File: config.mk
export PLATFORM = sky130hd
export DESIGN_NAME = rr_operand_sequencer_flat
export DESIGN_NICKNAME = d
export VERILOG_FILES = /design/src/rtl/rr_operand_sequencer_if.sv /design/src/rtl/rr_operand_sequencer.sv /design/src/flat_wrapper.sv
export SDC_FILE = /design/constraint.sdc
export NUM_CORES = 1
export LEC_CHECK = 0
export BUFFER_PORTS_ARGS = -buffer_cell sky130_fd_sc_hd__buf_2
export CAP_MARGIN = 20
export CORE_AREA = 2 2 147 149
export CTS_BUF_LIST = sky130_fd_sc_hd__clkbuf_2 sky130_fd_sc_hd__clkbuf_4 sky130_fd_sc_hd__clkbuf_8
export DETAILED_ROUTE_END_ITERATION = 6
export DIE_AREA = 0 0 149 151
export MAX_ROUTING_LAYER = met4
export SLEW_MARGIN = 20
export SYNTH_ARGS = -nofsm -noshare
export SYNTH_HDL_FRONTEND = slang
export SYNTH_SLANG_ARGS = --single-unit
File: constraint.sdc
create_clock -name csi_clk -period 3.7 [get_ports csi_clk]
set_input_delay 0 -clock csi_clk [delete_from_list [all_inputs] [get_ports csi_clk]]
set_output_delay 0 -clock csi_clk [all_outputs]
set_load 0.005 [all_outputs]
File: src/rtl/rr_operand_sequencer_if.sv
// rtl/rr_operand_sequencer_if.sv - client, slave-bus and result signals of the operand sequencer
interface rr_operand_sequencer_if #(
  parameter int N    = 32,
  parameter int NREQ = 4
);
  logic [NREQ-1:0]   coe_req_valid;
  logic [NREQ*N-1:0] coe_req_a;
  logic [NREQ*N-1:0] coe_req_b;
  logic [NREQ-1:0]   coe_req_ready;
  logic [NREQ-1:0]   coe_rsp_valid;
  logic [N-1:0]      coe_rsp_data;
  logic              coe_busy;
  logic [7:0]        avm_m0_address;
  logic              avm_m0_write;
  logic [N-1:0]      avm_m0_writedata;
  logic [N-1:0]      coe_r_in;

  // master: requesters plus the arithmetic slave; slave: the sequencer itself
  modport master (
    output coe_req_valid, coe_req_a, coe_req_b, coe_r_in,
    input  coe_req_ready, coe_rsp_valid, coe_rsp_data, coe_busy,
    input  avm_m0_address, avm_m0_write, avm_m0_writedata
  );

  modport slave (
    input  coe_req_valid, coe_req_a, coe_req_b, coe_r_in,
    output coe_req_ready, coe_rsp_valid, coe_rsp_data, coe_busy,
    output avm_m0_address, avm_m0_write, avm_m0_writedata
  );
endinterface

File: src/rtl/rr_operand_sequencer.sv
// rtl/rr_operand_sequencer.sv - round-robin sharing of one A*8-B Avalon-MM slave among NREQ requesters
module rr_operand_sequencer #(
  parameter int          N       = 32,
  parameter int          NREQ    = 4,
  parameter int          RES_LAT = 2,
  parameter logic [7:0]  ADDR_A  = 8'h00,
  parameter logic [7:0]  ADDR_B  = 8'h01
) (
  input  logic                  csi_clk,
  input  logic                  rsi_reset_n,
  rr_operand_sequencer_if.slave bus
);
  localparam int PW = (NREQ > 1) ? $clog2(NREQ) : 1;
  localparam int CW = $clog2(RES_LAT + 1);

  typedef enum logic [2:0] {IDLE, WR_A, WR_B, WAIT_R, RESP} state_t;

  state_t          state;
  logic [PW-1:0]   ptr;
  logic [PW-1:0]   cur;
  logic [N-1:0]    op_b;
  logic [CW-1:0]   cnt;
  logic            write_q;
  logic [7:0]      address_q;
  logic [N-1:0]    writedata_q;
  logic [NREQ-1:0] rsp_valid_q;
  logic [N-1:0]    rsp_data_q;
  logic            busy_q;

  logic            gnt_any;
  logic [PW-1:0]   gnt_idx;
  logic [NREQ-1:0] ready_oh;

  // Scan from the farthest offset down so the nearest valid index at/after ptr wins.
  always_comb begin
    int j;
    j       = 0;
    gnt_any = 1'b0;
    gnt_idx = '0;
    for (int k = NREQ - 1; k >= 0; k--) begin
      j = (int'(ptr) + k) % NREQ;
      if (bus.coe_req_valid[j[PW-1:0]]) begin
        gnt_any = 1'b1;
        gnt_idx = j[PW-1:0];
      end
    end
  end

  // Ready is gated by reset so an asserted reset silences the handshake at once.
  always_comb begin
    ready_oh = '0;
    if (state == IDLE && rsi_reset_n && gnt_any) begin
      ready_oh[gnt_idx] = 1'b1;
    end
  end

  always_ff @(posedge csi_clk or negedge rsi_reset_n) begin
    if (!rsi_reset_n) begin
      state       <= IDLE;
      ptr         <= '0;
      cur         <= '0;
      op_b        <= '0;
      cnt         <= '0;
      write_q     <= 1'b0;
      address_q   <= '0;
      writedata_q <= '0;
      rsp_valid_q <= '0;
      rsp_data_q  <= '0;
      busy_q      <= 1'b0;
    end else begin
      case (state)
        IDLE: begin
          if (gnt_any) begin
            cur         <= gnt_idx;
            op_b        <= bus.coe_req_b[int'(gnt_idx)*N +: N];
            ptr         <= (int'(gnt_idx) == NREQ - 1) ? '0 : gnt_idx + 1'b1;
            write_q     <= 1'b1;
            address_q   <= ADDR_A;
            writedata_q <= bus.coe_req_a[int'(gnt_idx)*N +: N];
            busy_q      <= 1'b1;
            state       <= WR_A;
          end
        end
        WR_A: begin
          address_q   <= ADDR_B;
          writedata_q <= op_b;
          state       <= WR_B;
        end
        WR_B: begin
          write_q <= 1'b0;
          cnt     <= CW'(RES_LAT);
          state   <= WAIT_R;
        end
        WAIT_R: begin
          if (cnt == CW'(1)) begin
            rsp_data_q  <= bus.coe_r_in;
            rsp_valid_q <= NREQ'(1) << cur;
            state       <= RESP;
          end else begin
            cnt <= cnt - 1'b1;
          end
        end
        RESP: begin
          rsp_valid_q <= '0;
          busy_q      <= 1'b0;
          state       <= IDLE;
        end
        default: state <= IDLE;
      endcase
    end
  end

  assign bus.coe_req_ready    = ready_oh;
  assign bus.coe_rsp_valid    = rsp_valid_q;
  assign bus.coe_rsp_data     = rsp_data_q;
  assign bus.coe_busy         = busy_q;
  assign bus.avm_m0_address   = address_q;
  assign bus.avm_m0_write     = write_q;
  assign bus.avm_m0_writedata = writedata_q;
endmodule

File: src/flat_wrapper.sv
// flat-port wrapper written by rule: the top's interface ports become plain ports
module rr_operand_sequencer_flat 
#(
  parameter int          N       = 32,
  parameter int          NREQ    = 4,
  parameter int          RES_LAT = 2,
  parameter logic [7:0]  ADDR_A  = 8'h00,
  parameter logic [7:0]  ADDR_B  = 8'h01
)
  (csi_clk, rsi_reset_n, bus_coe_req_valid, bus_coe_req_a, bus_coe_req_b, bus_coe_r_in, bus_coe_req_ready, bus_coe_rsp_valid, bus_coe_rsp_data, bus_coe_busy, bus_avm_m0_address, bus_avm_m0_write, bus_avm_m0_writedata);
  rr_operand_sequencer_if #(.N(N), .NREQ(NREQ)) bus_i ();
  input  logic csi_clk;
  input  logic rsi_reset_n;
  input wire logic [$bits(bus_i.coe_req_valid)-1:0] bus_coe_req_valid;
  input wire logic [$bits(bus_i.coe_req_a)-1:0] bus_coe_req_a;
  input wire logic [$bits(bus_i.coe_req_b)-1:0] bus_coe_req_b;
  input wire logic [$bits(bus_i.coe_r_in)-1:0] bus_coe_r_in;
  output wire logic [$bits(bus_i.coe_req_ready)-1:0] bus_coe_req_ready;
  output wire logic [$bits(bus_i.coe_rsp_valid)-1:0] bus_coe_rsp_valid;
  output wire logic [$bits(bus_i.coe_rsp_data)-1:0] bus_coe_rsp_data;
  output wire logic [$bits(bus_i.coe_busy)-1:0] bus_coe_busy;
  output wire logic [$bits(bus_i.avm_m0_address)-1:0] bus_avm_m0_address;
  output wire logic [$bits(bus_i.avm_m0_write)-1:0] bus_avm_m0_write;
  output wire logic [$bits(bus_i.avm_m0_writedata)-1:0] bus_avm_m0_writedata;
  assign bus_i.coe_req_valid = bus_coe_req_valid;
  assign bus_i.coe_req_a = bus_coe_req_a;
  assign bus_i.coe_req_b = bus_coe_req_b;
  assign bus_i.coe_r_in = bus_coe_r_in;
  assign bus_coe_req_ready = bus_i.coe_req_ready;
  assign bus_coe_rsp_valid = bus_i.coe_rsp_valid;
  assign bus_coe_rsp_data = bus_i.coe_rsp_data;
  assign bus_coe_busy = bus_i.coe_busy;
  assign bus_avm_m0_address = bus_i.avm_m0_address;
  assign bus_avm_m0_write = bus_i.avm_m0_write;
  assign bus_avm_m0_writedata = bus_i.avm_m0_writedata;
  rr_operand_sequencer #(.N(N), .NREQ(NREQ), .RES_LAT(RES_LAT), .ADDR_A(ADDR_A), .ADDR_B(ADDR_B)) u_core (.csi_clk(csi_clk), .rsi_reset_n(rsi_reset_n), .bus(bus_i));
endmodule
## Word level (Yosys, flattened, before mapping)

Index checks and enable logic that the tools add are counted.

| storage, ports and cells | value |
|---|---|
| output and inout bits | 82 |
| bits in registers | 119 |
| memories kept | 0 |
| input bits | 294 |
| word-level logic and storage cells | 85 |
| latch bits | 0 |
| bits in read-only memories | 0 |
| memory bits (writable) | 0 |

| cells by class | value |
|---|---|
| reductions and logical operators | 17 |
| order comparisons | 6 |
| shift-type cells | 3 |
| add/subtract/negate cells | 5 |
| equality and inequality tests | 9 |
| div/mod/pow operators | 0 |
| multiply operators | 0 |
| mux-type cells | 34 |
| bitwise gates (word level) | 0 |

Operators with widths:

| operator | number |
|---|---|
| $shiftx A128 B8 Y32 | 2 |
| $pmux W32 S2 | 1 |
| $mux W32 | 1 |
| $pmux W8 S2 | 1 |
| $reduce_and A2 Y1 | 8 |
| $lt A2 B3 Y1 const B | 5 |
| $mux W2 | 6 |
| $pmux W3 S4 | 1 |
| $mux W1 | 10 |
| $reduce_bool A2 Y1 | 5 |
| $bmux W1 S2 | 4 |
| $mux W4 | 2 |
| $mux W8 | 1 |
| $pmux W4 S2 | 1 |
| $eq A3 B2 Y1 const B | 2 |
| $mux W3 | 2 |
| $add A2 B1 Y2 const B | 2 |
| $add A2 B2 Y2 const B | 2 |
| $eq A2 B1 Y1 const B | 2 |
| $ne A2 B1 Y1 const B | 2 |
| $pmux W1 S2 | 2 |
| $pmux W2 S2 | 1 |
| $shl A1 B2 Y4 const A | 1 |
| $eq A3 B1 Y1 const B | 1 |
| 7 further kinds | 9 |

## Longest topological paths before layout

Gate-level depths: netlist of the first run.

| logic depth | value |
|---|---|
| depth after elaboration | 12 |
| depth in mapped cells | 9 |
| gate-level depth less buffers | 7 |

## Least setup slack after synthesis of the first run

No wires, ideal clock.

| path | value |
|---|---|
| kind | reg2reg |
| start | register u_core.ptr[1] |
| end | register u_core.op_b[4] |
| clock period less this slack | 1,889 ps |
| setup slack | 1,811 ps |
| library setup time | 141 ps |
| buffers on the path | 2 |
| arrival time | 1,748 ps |
| stages on the path, launching flop included | 9 |
| required time | 3,559 ps |
| cell sequence | dfrtp_1 -> mux2_1 -> o221a_1 -> buf_6 -> clkinv_4 -> buf_6 -> mux2_2 -> o22ai_1 -> a31oi_1 |

| between the ends | value |
|---|---|
| longest elaborated chain between the ends | 8 |
| elaborated cells between the ends (all ways) | 21 |
| classes of those cells | 3 x add/sub; 1 x shift; 16 x mux; 1 x reduce/logical |

RTL lines:

| element | line | text |
|---|---|---|
| start, declared | rr_operand_sequencer.sv:19 | `logic [PW-1:0] ptr;` |
| start signal, assigned | rr_operand_sequencer.sv:76 | `ptr <= (int'(gnt_idx) == NREQ - 1) ? '0 : gnt_idx + 1'b1;` |
| $add A2 B2 Y2 | rr_operand_sequencer.sv:41 | `j = (int'(ptr) + k) % NREQ;` |
| $bmux W1 S2 | rr_operand_sequencer.sv:42 | `if (bus.coe_req_valid[j[PW-1:0]]) begin` |
| $mux W1 (not written as such) | rr_operand_sequencer.sv:42 |  |
| $mux W2 or $mux W1 (tied branches) (4 in series) | rr_operand_sequencer.sv:42 |  |
| $shiftx A128 B8 Y32 or $reduce_and A2 Y1 (tied branches) | n/a |  |
| end signal, assigned | rr_operand_sequencer.sv:75 | `op_b <= bus.coe_req_b[int'(gnt_idx)*N +: N];` |
| end, declared | rr_operand_sequencer.sv:21 | `logic [N-1:0] op_b;` |

Parallel ways exist; a longest one is shown, timed or not. The select of a mux whose other input is x is not followed.
A chain may end at the register's enable or synchronous reset.

## Worst setup path in the final report of the first run

| path | value |
|---|---|
| start | register u_core.ptr[1] |
| end | register u_core.writedata_q[16], in the netlist u_core.bus.avm_m0_writedata[16] |

| between the ends | value |
|---|---|
| longest elaborated chain between the ends | 10 |
| elaborated cells between the ends (all ways) | 24 |
| classes of those cells | 3 x add/sub; 1 x eq/ne; 1 x shift; 18 x mux; 1 x reduce/logical |

RTL lines:

| element | line | text |
|---|---|---|
| $add A2 B2 Y2 | rr_operand_sequencer.sv:41 |  |
| $bmux W1 S2 | rr_operand_sequencer.sv:42 |  |
| $mux W1 (not written as such) | rr_operand_sequencer.sv:42 |  |
| $mux W2 (4 in series) | rr_operand_sequencer.sv:42 |  |
| $shiftx A128 B8 Y32 | rr_operand_sequencer.sv:79 | `writedata_q <= bus.coe_req_a[int'(gnt_idx)*N +: N];` |
| $mux W32 | rr_operand_sequencer.sv:73 | `if (gnt_any) begin` |
| $pmux W32 S2 | rr_operand_sequencer.sv:71 | `case (state)` |
| end signal, assigned | rr_operand_sequencer.sv:79 |  |
| end signal, assigned | rr_operand_sequencer.sv:86 | `writedata_q <= op_b;` |
| end, declared | rr_operand_sequencer.sv:25 | `logic [N-1:0] writedata_q;` |

Parallel ways exist; a longest one is shown, timed or not. The select of a mux whose other input is x is not followed.

==> impl.org, run 1 <==
** Route
- Number of nets still failing antenna checks after routing :: 0
- Before antenna repair, the detailed router went through 5 iterations.
- Vias per Instance :: around 5
- Via total after detailed routing :: about 7000
- Routed wire length per instance :: between 15 and 20 um
- Routed wire length :: 25100 um
- The detailed router finished its first iteration with 340 violations.
- After detailed routing, the number of remaining DRC violations is 0.

** Yosys
- In this run, synthesis inferred 0 flip-flops with an integrated enable.
- Gate Count Post-Synth :: 665
- For this run, asynchronously set or reset flops after synthesis account for 100%.
- Post-Syn Area per Cell :: 9.48 sq um
- After synthesis, the largest area contributor takes up about 44% of total cell area.
- Sequential cells were found to cover between 40% and 50% of the synthesized design area.
- Counting distinct cell types in the post-synthesis netlist gives 41.
- The largest total area in the synthesized netlist belongs to sky130_fd_sc_hd__dfrtp_1.
- The cell area that synthesis handed to floorplanning was approximately 6300 sq um.
- Largest cells by area after synthesis :: sky130_fd_sc_hd__dfrtp_1 (44%), sky130_fd_sc_hd__mux2i_1 (10%), sky130_fd_sc_hd__nand2_1 (10%), sky130_fd_sc_hd__mux2_2 (5.7%), sky130_fd_sc_hd__o221ai_1 (4.6%)
- Post-synthesis sequential element count :: 112
- Warnings, synthesis :: 0
- The most used flip-flop cell after synthesis is sky130_fd_sc_hd__dfrtp_1.

** Worst setup path
- The critical path is of the reg2reg type.
- STA classifies the critical path endpoint as a flop.
- Largest fanout on the critical path :: 53
- Data required time of the critical path :: 3.96 ns
- STA classifies the critical path startpoint as a flop.
- Critical path arrival :: 3.80 ns

** Floorplan
- Height of the die :: 151 um
- Std cell rows :: 53
- Die width :: 149 um
- The die covers 22500 sq um.
- For this design the top-level I/O count stands at 376.
- Area inside the core boundary :: 20800 sq um
- The initial utilization of the core area, before any placement, comes to about 30%.

** Status
- Run status :: finished clean

** Global route
- For this run, the total global-route usage over all layers was measured as between 20% and 30%.
- Vias in the first global route :: 7306
- The total overflow left after global routing is 0.
- Entering global routing, the biggest net connects 60 pins.
- First-pass GRT wire length :: 38000 um
- Number of antenna violations at the first check in global routing :: 2

** Clock tree
- Gates resized during post-CTS repair numbered 0.
- TritonCTS clock tree :: yes
- Counting every sink on the clock net gives approximately 110.
- Root buffer cell :: sky130_fd_sc_hd__clkbuf_8
- H-tree Lvls :: 3
- TritonCTS created 9 clock buffers.
- Clock-pin slew was measured on the worst setup and hold paths at 0.11 ns.
- Number of buffers on the longest clock path :: 2
- Clock insertion delay at the later pin of the skew report :: 0.39 ns

** Flow run
- Max capacitance violation total :: 0

** Power and ir drop
- Logic pwr share :: 55.8%
- The internal portion of the total power is 0.00419 W.
- Cell Pwr Density :: between 600 and 700 nW/um^2
- Switching part of the total :: a little under two fifths
- Standby leakage power :: 5.34 nW
- Per report_power, the clock group accounts for 11.0% of the total.
- Switching pwr :: 0.00249 W
- Across the VDD grid, the largest voltage drop is around 0.25 mV.
- Summing internal, switching and leakage power gives 0.00668 W.
- Power share of the sequential group :: 33.2%

** STA
- Setup repair after global routing left no endpoint under its margin.
- The number of slew-limit violations in the final report was 0.
- Setup violations remaining at the end of the flow were counted as 0.
- For this run, the top clock speed supported by timing is 0.283 GHz.
- The total count of hold-check failures in the final report came to 0.
- Worst-case headroom to the max-slew limit :: between 40 and 50%
- At the pin with the least slew margin, the transition time is 0.826 ns.
- Final period utilization :: a little over nine tenths
- The smallest clock period supported by the final layout is computed as 3.54 ns.
- Summed over all failing endpoints, the final setup total negative slack is 0 ns.
- The clock arrives with 0.0236 ns of skew.

** Cells and area
- Counting the fill cells in the layout gives 1926.
- Multi-input gate area :: 3130 sq um
- The sequential cells in the finished layout cover a total of 2800 sq um.
- The final layout contains about 1500 nets.
- Area overhead of the layout relative to synthesis :: 65.9%
- Ratio of cells with drive above 1 in the final layout :: a little under two fifths

** Hold path
- HP Class :: in2reg

** Placed design
- Routability-driven placement finished with a final weighted congestion of 0.825.
- Count of buffers inserted at the top-level ports :: 368
- Dpl hpwl :: about 17000 um
==> per-stage QoR <==
step	utilization, %	hold WS [ns]	worst slack, ns	cells	cell area (sq um)
detailed placement	39.9	0.147	1.09	1267	8300
global route	50.2	0.0718	0.00934	1479	10500
global placement	39.9	0.137	1.17	1267	8300
finish	50.2	0.0573	0.164	1479	10500
CTS	50.1	0.0202	0.195	1476	10400
floorplan	-	-0.296	1.81	671	6330
==> synthesized netlist by cell type, types with 2 or more instances <==
cell / n
sky130_fd_sc_hd__o21ai_0: 2
sky130_fd_sc_hd__mux2i_1: 64
sky130_fd_sc_hd__buf_6: 11
sky130_fd_sc_hd__dfrtp_1: 112
sky130_fd_sc_hd__nor4_2: 2
sky130_fd_sc_hd__ha_1: 5
sky130_fd_sc_hd__mux2_2: 32
sky130_fd_sc_hd__inv_1: 5
sky130_fd_sc_hd__and2_1: 2
sky130_fd_sc_hd__a21o_1: 2
sky130_fd_sc_hd__nor2_1: 10
sky130_fd_sc_hd__nand2_1: 170
sky130_fd_sc_hd__a31oi_1: 32
sky130_fd_sc_hd__buf_2: 8
sky130_fd_sc_hd__nor3b_1: 2
sky130_fd_sc_hd__a21oi_1: 40
sky130_fd_sc_hd__o22a_1: 2
sky130_fd_sc_hd__nor3_1: 3
sky130_fd_sc_hd__and3_1: 37
sky130_fd_sc_hd__buf_12: 2
sky130_fd_sc_hd__clkbuf_1: 32
sky130_fd_sc_hd__or2_2: 2
sky130_fd_sc_hd__buf_4: 7
sky130_fd_sc_hd__o22ai_1: 32
sky130_fd_sc_hd__o221ai_1: 33
==> final timing paths <==
check / start / to / slack, ns / cells past startpoint
hold reg to reg: u_core.bus.coe_rsp_data[23] / u_core.bus.coe_rsp_data[23] / 0.48 / 2
setup / recovery: u_core.ptr[1] / u_core.bus.avm_m0_writedata[16] / 0.16 / 8
hold / removal: bus_coe_req_valid[2] / u_core.state[0] / 0.06 / 5
max in group asynchronous: rsi_reset_n / u_core.bus.avm_m0_writedata[10] / 2.67 / 3
min in group asynchronous: rsi_reset_n / u_core.bus.avm_m0_writedata[4] / 0.23 / 2
setup reg to reg: u_core.ptr[1] / u_core.bus.avm_m0_writedata[16] / 0.16 / 8
==> timing repair <==
item / 4_1_cts / 5_1_grt
endpoints found under the hold margin: 150 / 0
buffers inserted: 0 / 0
hold buffers: 193 / 0
==> power by group through the flow <==
stage / sequential, W / clock (W) / combinational (W)
after global placement: 0.00221 / 0 / 0.00279
final: 0.00222 / 0.000738 / 0.00373
after floorplan: 0.00217 / 0 / 0.00187
after global routing: 0.00229 / 0.000822 / 0.00410
after CTS: 0.00220 / 0.000779 / 0.00369
after detailed placement: 0.00223 / 0 / 0.00282
==> flip-flops by register name (all words and copies together) (netlist names) <==
register and count:
u_core.bus.avm_m0_address 1, u_core.bus.avm_m0_write 1, u_core.bus.avm_m0_writedata 32, u_core.bus.coe_busy 1, u_core.bus.coe_rsp_data 32, u_core.bus.coe_rsp_valid 4, u_core.cnt 2, u_core.cur 2
u_core.op_b 32, u_core.ptr 2, u_core.state 3
==> kinds of logic (layout without fill, tap and decap cells) <==
kind of cell             after synthesis  after routing  synth area share [%]
buffers and inverters                 69            600                  6.77
flip-flops                           112            112                  44.5
AND/OR/NAND/NOR                      233            233                  16.2
multiplexers                          97             97                  16.1
other                                  1              9                0.0595
adder cells (fa/ha/maj)                5              5                 0.992
AO/OA/AOI/OAI                        148            148                  15.5
==> placed cells by master (no fill, tap or decap), types with 2 or more instances in the layout <==
cell,Yosys,final
sky130_fd_sc_hd__and3_1,37,37
sky130_fd_sc_hd__buf_2,8,367
sky130_fd_sc_hd__nor3b_1,2,2
sky130_fd_sc_hd__o21ai_0,2,2
sky130_fd_sc_hd__a31oi_1,32,32
sky130_fd_sc_hd__mux2_2,32,32
sky130_fd_sc_hd__buf_12,2,3
sky130_fd_sc_hd__clkinv_4,1,2
sky130_fd_sc_hd__o22ai_1,32,32
sky130_fd_sc_hd__dfrtp_1,112,112
sky130_fd_sc_hd__inv_1,5,5
sky130_fd_sc_hd__or2_2,2,2
sky130_fd_sc_hd__a21o_1,2,2
sky130_fd_sc_hd__nand2_1,170,169
sky130_fd_sc_hd__dlygate4sd3_1,0,193
sky130_fd_sc_hd__buf_4,7,13
sky130_fd_sc_hd__a21oi_1,40,40
sky130_fd_sc_hd__clkinv_2,0,2
sky130_fd_sc_hd__diode_2,0,2
sky130_fd_sc_hd__nor2_1,10,10
sky130_fd_sc_hd__ha_1,5,5
sky130_fd_sc_hd__clkbuf_8,0,10
sky130_fd_sc_hd__nor3_1,3,3
sky130_fd_sc_hd__mux2i_1,64,64
sky130_fd_sc_hd__conb_1,1,7
sky130_fd_sc_hd__o22a_1,2,2
sky130_fd_sc_hd__inv_8,0,2
sky130_fd_sc_hd__o221ai_1,33,32
==> cell type report <==
class                   instances  area share [%]
clock inverters                 6           0.479
repair buffers                577            37.8
multi-input cells             490            30.0
clock buffers                  10            1.32
flip-flops and latches        112            26.8
inverters                       7           0.299
diodes                          2          0.0479
well taps                     275            3.29
==> routing by layer <==
metal  share of wire (%)  GRT usage (%)  up-vias  wire [um]
met5                   0              -        -          0
met2                  51           39.0      317      12700
met1                  39           25.5     3368       9810
met3                 6.6           3.40       55       1670
li1                    -              -     3451          -
met4                 3.7           8.95        0        936
==> worst max-delay path: stages (launching register included) <==
cell and delay [ns]:
sky130_fd_sc_hd__dfrtp_1 0.50, sky130_fd_sc_hd__mux2_1 0.36, sky130_fd_sc_hd__o221a_2 0.28, sky130_fd_sc_hd__clkinv_4 0.33
sky130_fd_sc_hd__buf_4 0.36, sky130_fd_sc_hd__mux2i_1 0.26, sky130_fd_sc_hd__dlygate4sd3_1 0.58, sky130_fd_sc_hd__o221ai_1 0.11
sky130_fd_sc_hd__dlygate4sd3_1 0.57
(Power assumes the default switching activity.)
==> run 2, diff against run 1 <==
==> constraint.sdc (replaced) <==
create_clock -name csi_clk -period 3.2 [get_ports csi_clk]
set_input_delay 0 -clock csi_clk [delete_from_list [all_inputs] [get_ports csi_clk]]
set_output_delay 0 -clock csi_clk [all_outputs]
set_load 0.005 [all_outputs]
==> impl.org, run 2 (synthesis results as in run 1) <==
** Status
- The flow ran to the end, and the final reports show no timing, DRC or antenna violations.

** STA
- The worst pin sits at a relative slew slack of 44.4%.
- The total count of hold-check failures in the final report was 0.
- Once routing completed, OpenROAD measured the worst setup slack at 0.106 ns.
- Worst clock skew :: 0.0116 ns
- At the pin with the least slew margin, the transition time is 0.834 ns.
- Timing would allow up to 0.323 GHz.
- For the final routed database, the setup TNS stands at 0 ns.
- The worst path in the final design needs a cycle of 3.09 ns, including I/O delays and setup.
- Setup violations remaining at the end of the flow were counted as 0.
- Number of pins exceeding their max-slew limit in the final report :: 0
- Setup repair after global routing left no endpoint under its margin.
- Of the available clock period, the critical path in the final layout requires 96.7%.

** Worst setup path
- Crit-path most repeated cell :: sky130_fd_sc_hd__dlygate4sd3_1
- STA puts the critical path data required time at 3.47 ns.
- Family with the most delay on the worst path :: buffers and inverters
- The critical path goes through mux2_1 -> o221a_2 -> clkinv_4 -> mux2i_1 -> dlygate4sd3_1 -> o221ai_1 -> dlygate4sd3_1.
- In this run the critical register-to-register path is launched from u_core.ptr[1].
- Cell depth of the worst flop-to-flop path :: 7
- Destination of the worst register-to-register timing path :: u_core.bus.avm_m0_writedata[6]
- Of all nets on the critical path, the largest fanout is 29.
- Endpoint class of the critical path :: flop
- Together, buffers and inverters on the worst path number 3.
- Worst reg-to-reg setup slack :: 0.11 ns
- CP peak stage delay :: 0.60 ns
- By startpoint and endpoint, the worst setup path is classified as reg2reg.
- Critical path arrival :: 3.36 ns
- The slowest stage of the critical path is the sky130_fd_sc_hd__dlygate4sd3_1 cell.
- Startpoint types :: flop

** Power and ir drop
- Across the VDD grid, the largest voltage drop is 0.259 mV.
- Total power of the final layout :: 0.00761 W
- Cell Pwr Density :: 709 nW/um^2
- Standby leakage power :: 5.44 nW

** Cells and area
- At the end of the flow the core is filled with cells to 51.6%.
- Ratio of cells with drive above 1 in the final layout :: 36.0%
- Commonest cells after routing, fill and taps aside :: sky130_fd_sc_hd__buf_2 (367), sky130_fd_sc_hd__dlygate4sd3_1 (219), sky130_fd_sc_hd__nand2_1 (170)
- The library cell used most frequently in the layout, excluding fill and tap cells, is sky130_fd_sc_hd__buf_2.
- Final #Nets :: 1524
- From synthesis to final layout, the design area changed by 70.3%.

** Route
- In the final routed layout, each cell accounts on average for between 15 and 20 um.
- The first detailed-routing pass took 5 iterations.
- Vias per Instance :: 4.88
- Via total after detailed routing :: 7342
- Once detail routing completed, the nets flagged for antenna violations numbered 0.
- Post-detailed-route DRC marker count :: 0
- Routed wire length :: 26100 um
- Drt initial violations :: 270

** Placed design
- The congestion estimate from routability-driven global placement came to 0.822.
- Buffers placed on the I/O ports in this run total 368.
- At the placement stage, the worst setup path has a slack of 0.757 ns.
- The HPWL after detailed placement is roughly 17000 um.

** Clock tree
- TritonCTS built the clock tree.
- In this run the number of H-tree levels came out at 3.
- Number of buffers on the longest clock path :: 2
- Buffers inserted during clock tree synthesis total 9.
- The tree is rooted in a sky130_fd_sc_hd__clkbuf_8.
- Post-CTS setup-driven buffer insertion count :: 0
- Cts hold-fix bufs :: 219
- Clock transition at path regs :: 0.12 ns
- Clock insertion delay at the later pin of the skew report :: 0.39 ns
- The clock net in this run drives a total of 112 sinks.
- Quantity of gates resized following cts :: 0

** Global route
- First-pass GRT wire length :: 40000 um
- Global routing finished with a remaining overflow of 0.
- The initial antenna violation count was 1.
- Vias in the first global route :: 7780
- Largest net degree at the start of global routing :: 40
- Global-route usage over all layers :: a little under a quarter

** Floorplan
- Area inside the core boundary :: 20800 sq um
- Area of the die :: ~22000 sq um
- From left edge to right edge, the die measures ~150 um.
- Height of the die :: approximately 150 um
- For this configuration, the core starts out at a cell density of 30.3%.
- After floorplanning, the core was divided into 53 placement rows.
- I/O Pins :: 376

** Flow run
- Max capacitance violation total :: 0

** Hold path
- HP Class :: in2async
run 2: worst max path at each step:
stage / startpoint / end / slack (ns) / cells after the start
6_report: u_core.ptr[1] / u_core.bus.avm_m0_writedata[6] / 0.11 / 7
5_1_grt: u_core.ptr[1] / u_core.op_b[31] / 0.02 / 8
4_1_cts: u_core.ptr[1] / u_core.bus.avm_m0_writedata[1] / 0.16 / 7
3_5_place_dp: u_core.ptr[1] / u_core.op_b[24] / 0.76 / 7
3_3_place_gp: u_core.ptr[1] / u_core.op_b[30] / 0.83 / 7
2_1_floorplan: u_core.ptr[1] / u_core.op_b[4] / 1.31 / 8
run 2: routing by layer:
metal	track usage [%]	vias up	share of wire, %
li1	-	3503	-
met1	25.5	3465	38
met2	42.2	323	52
met3	4.79	51	6.9
met4	8.05	0	2.8
met5	-	-	0
run 2: report_power, final:
part           leakage (nW)  internal, W  switching (W)
Sequential             1.32      0.00212       0.000450
Clock                 0.106     0.000381       0.000554
Combinational          4.01      0.00225        0.00186
run 2: worst reg2reg max path, stage by stage (launching register included):
cell,delay [ns]
sky130_fd_sc_hd__dfrtp_1,0.50
sky130_fd_sc_hd__mux2_1,0.36
sky130_fd_sc_hd__o221a_2,0.28
sky130_fd_sc_hd__clkinv_4,0.26
sky130_fd_sc_hd__mux2i_1,0.26
sky130_fd_sc_hd__dlygate4sd3_1,0.58
sky130_fd_sc_hd__o221ai_1,0.12
sky130_fd_sc_hd__dlygate4sd3_1,0.60
run 2: cell type report:
cell class              instances  area [sq um]
fillers                      1917         10100
diodes                          1          2.50
flip-flops and latches        112          2800
multi-input cells             490          3130
well taps                     275           344
repair buffers                605          4220
inverters                       7          31.3
clock buffers                   9           124
clock inverters                 7          85.1
run 2: metrics by stage:
step           area, sq um  hold WS [ns]  cells
2_1_floorplan         6330        -0.296    671
3_3_place_gp          8310       -0.0851   1269
3_5_place_dp          8310       -0.0840   1269
4_1_cts              10700       0.00869   1504
5_1_grt              10700        0.0190   1506
6_report             10700        0.0311   1506
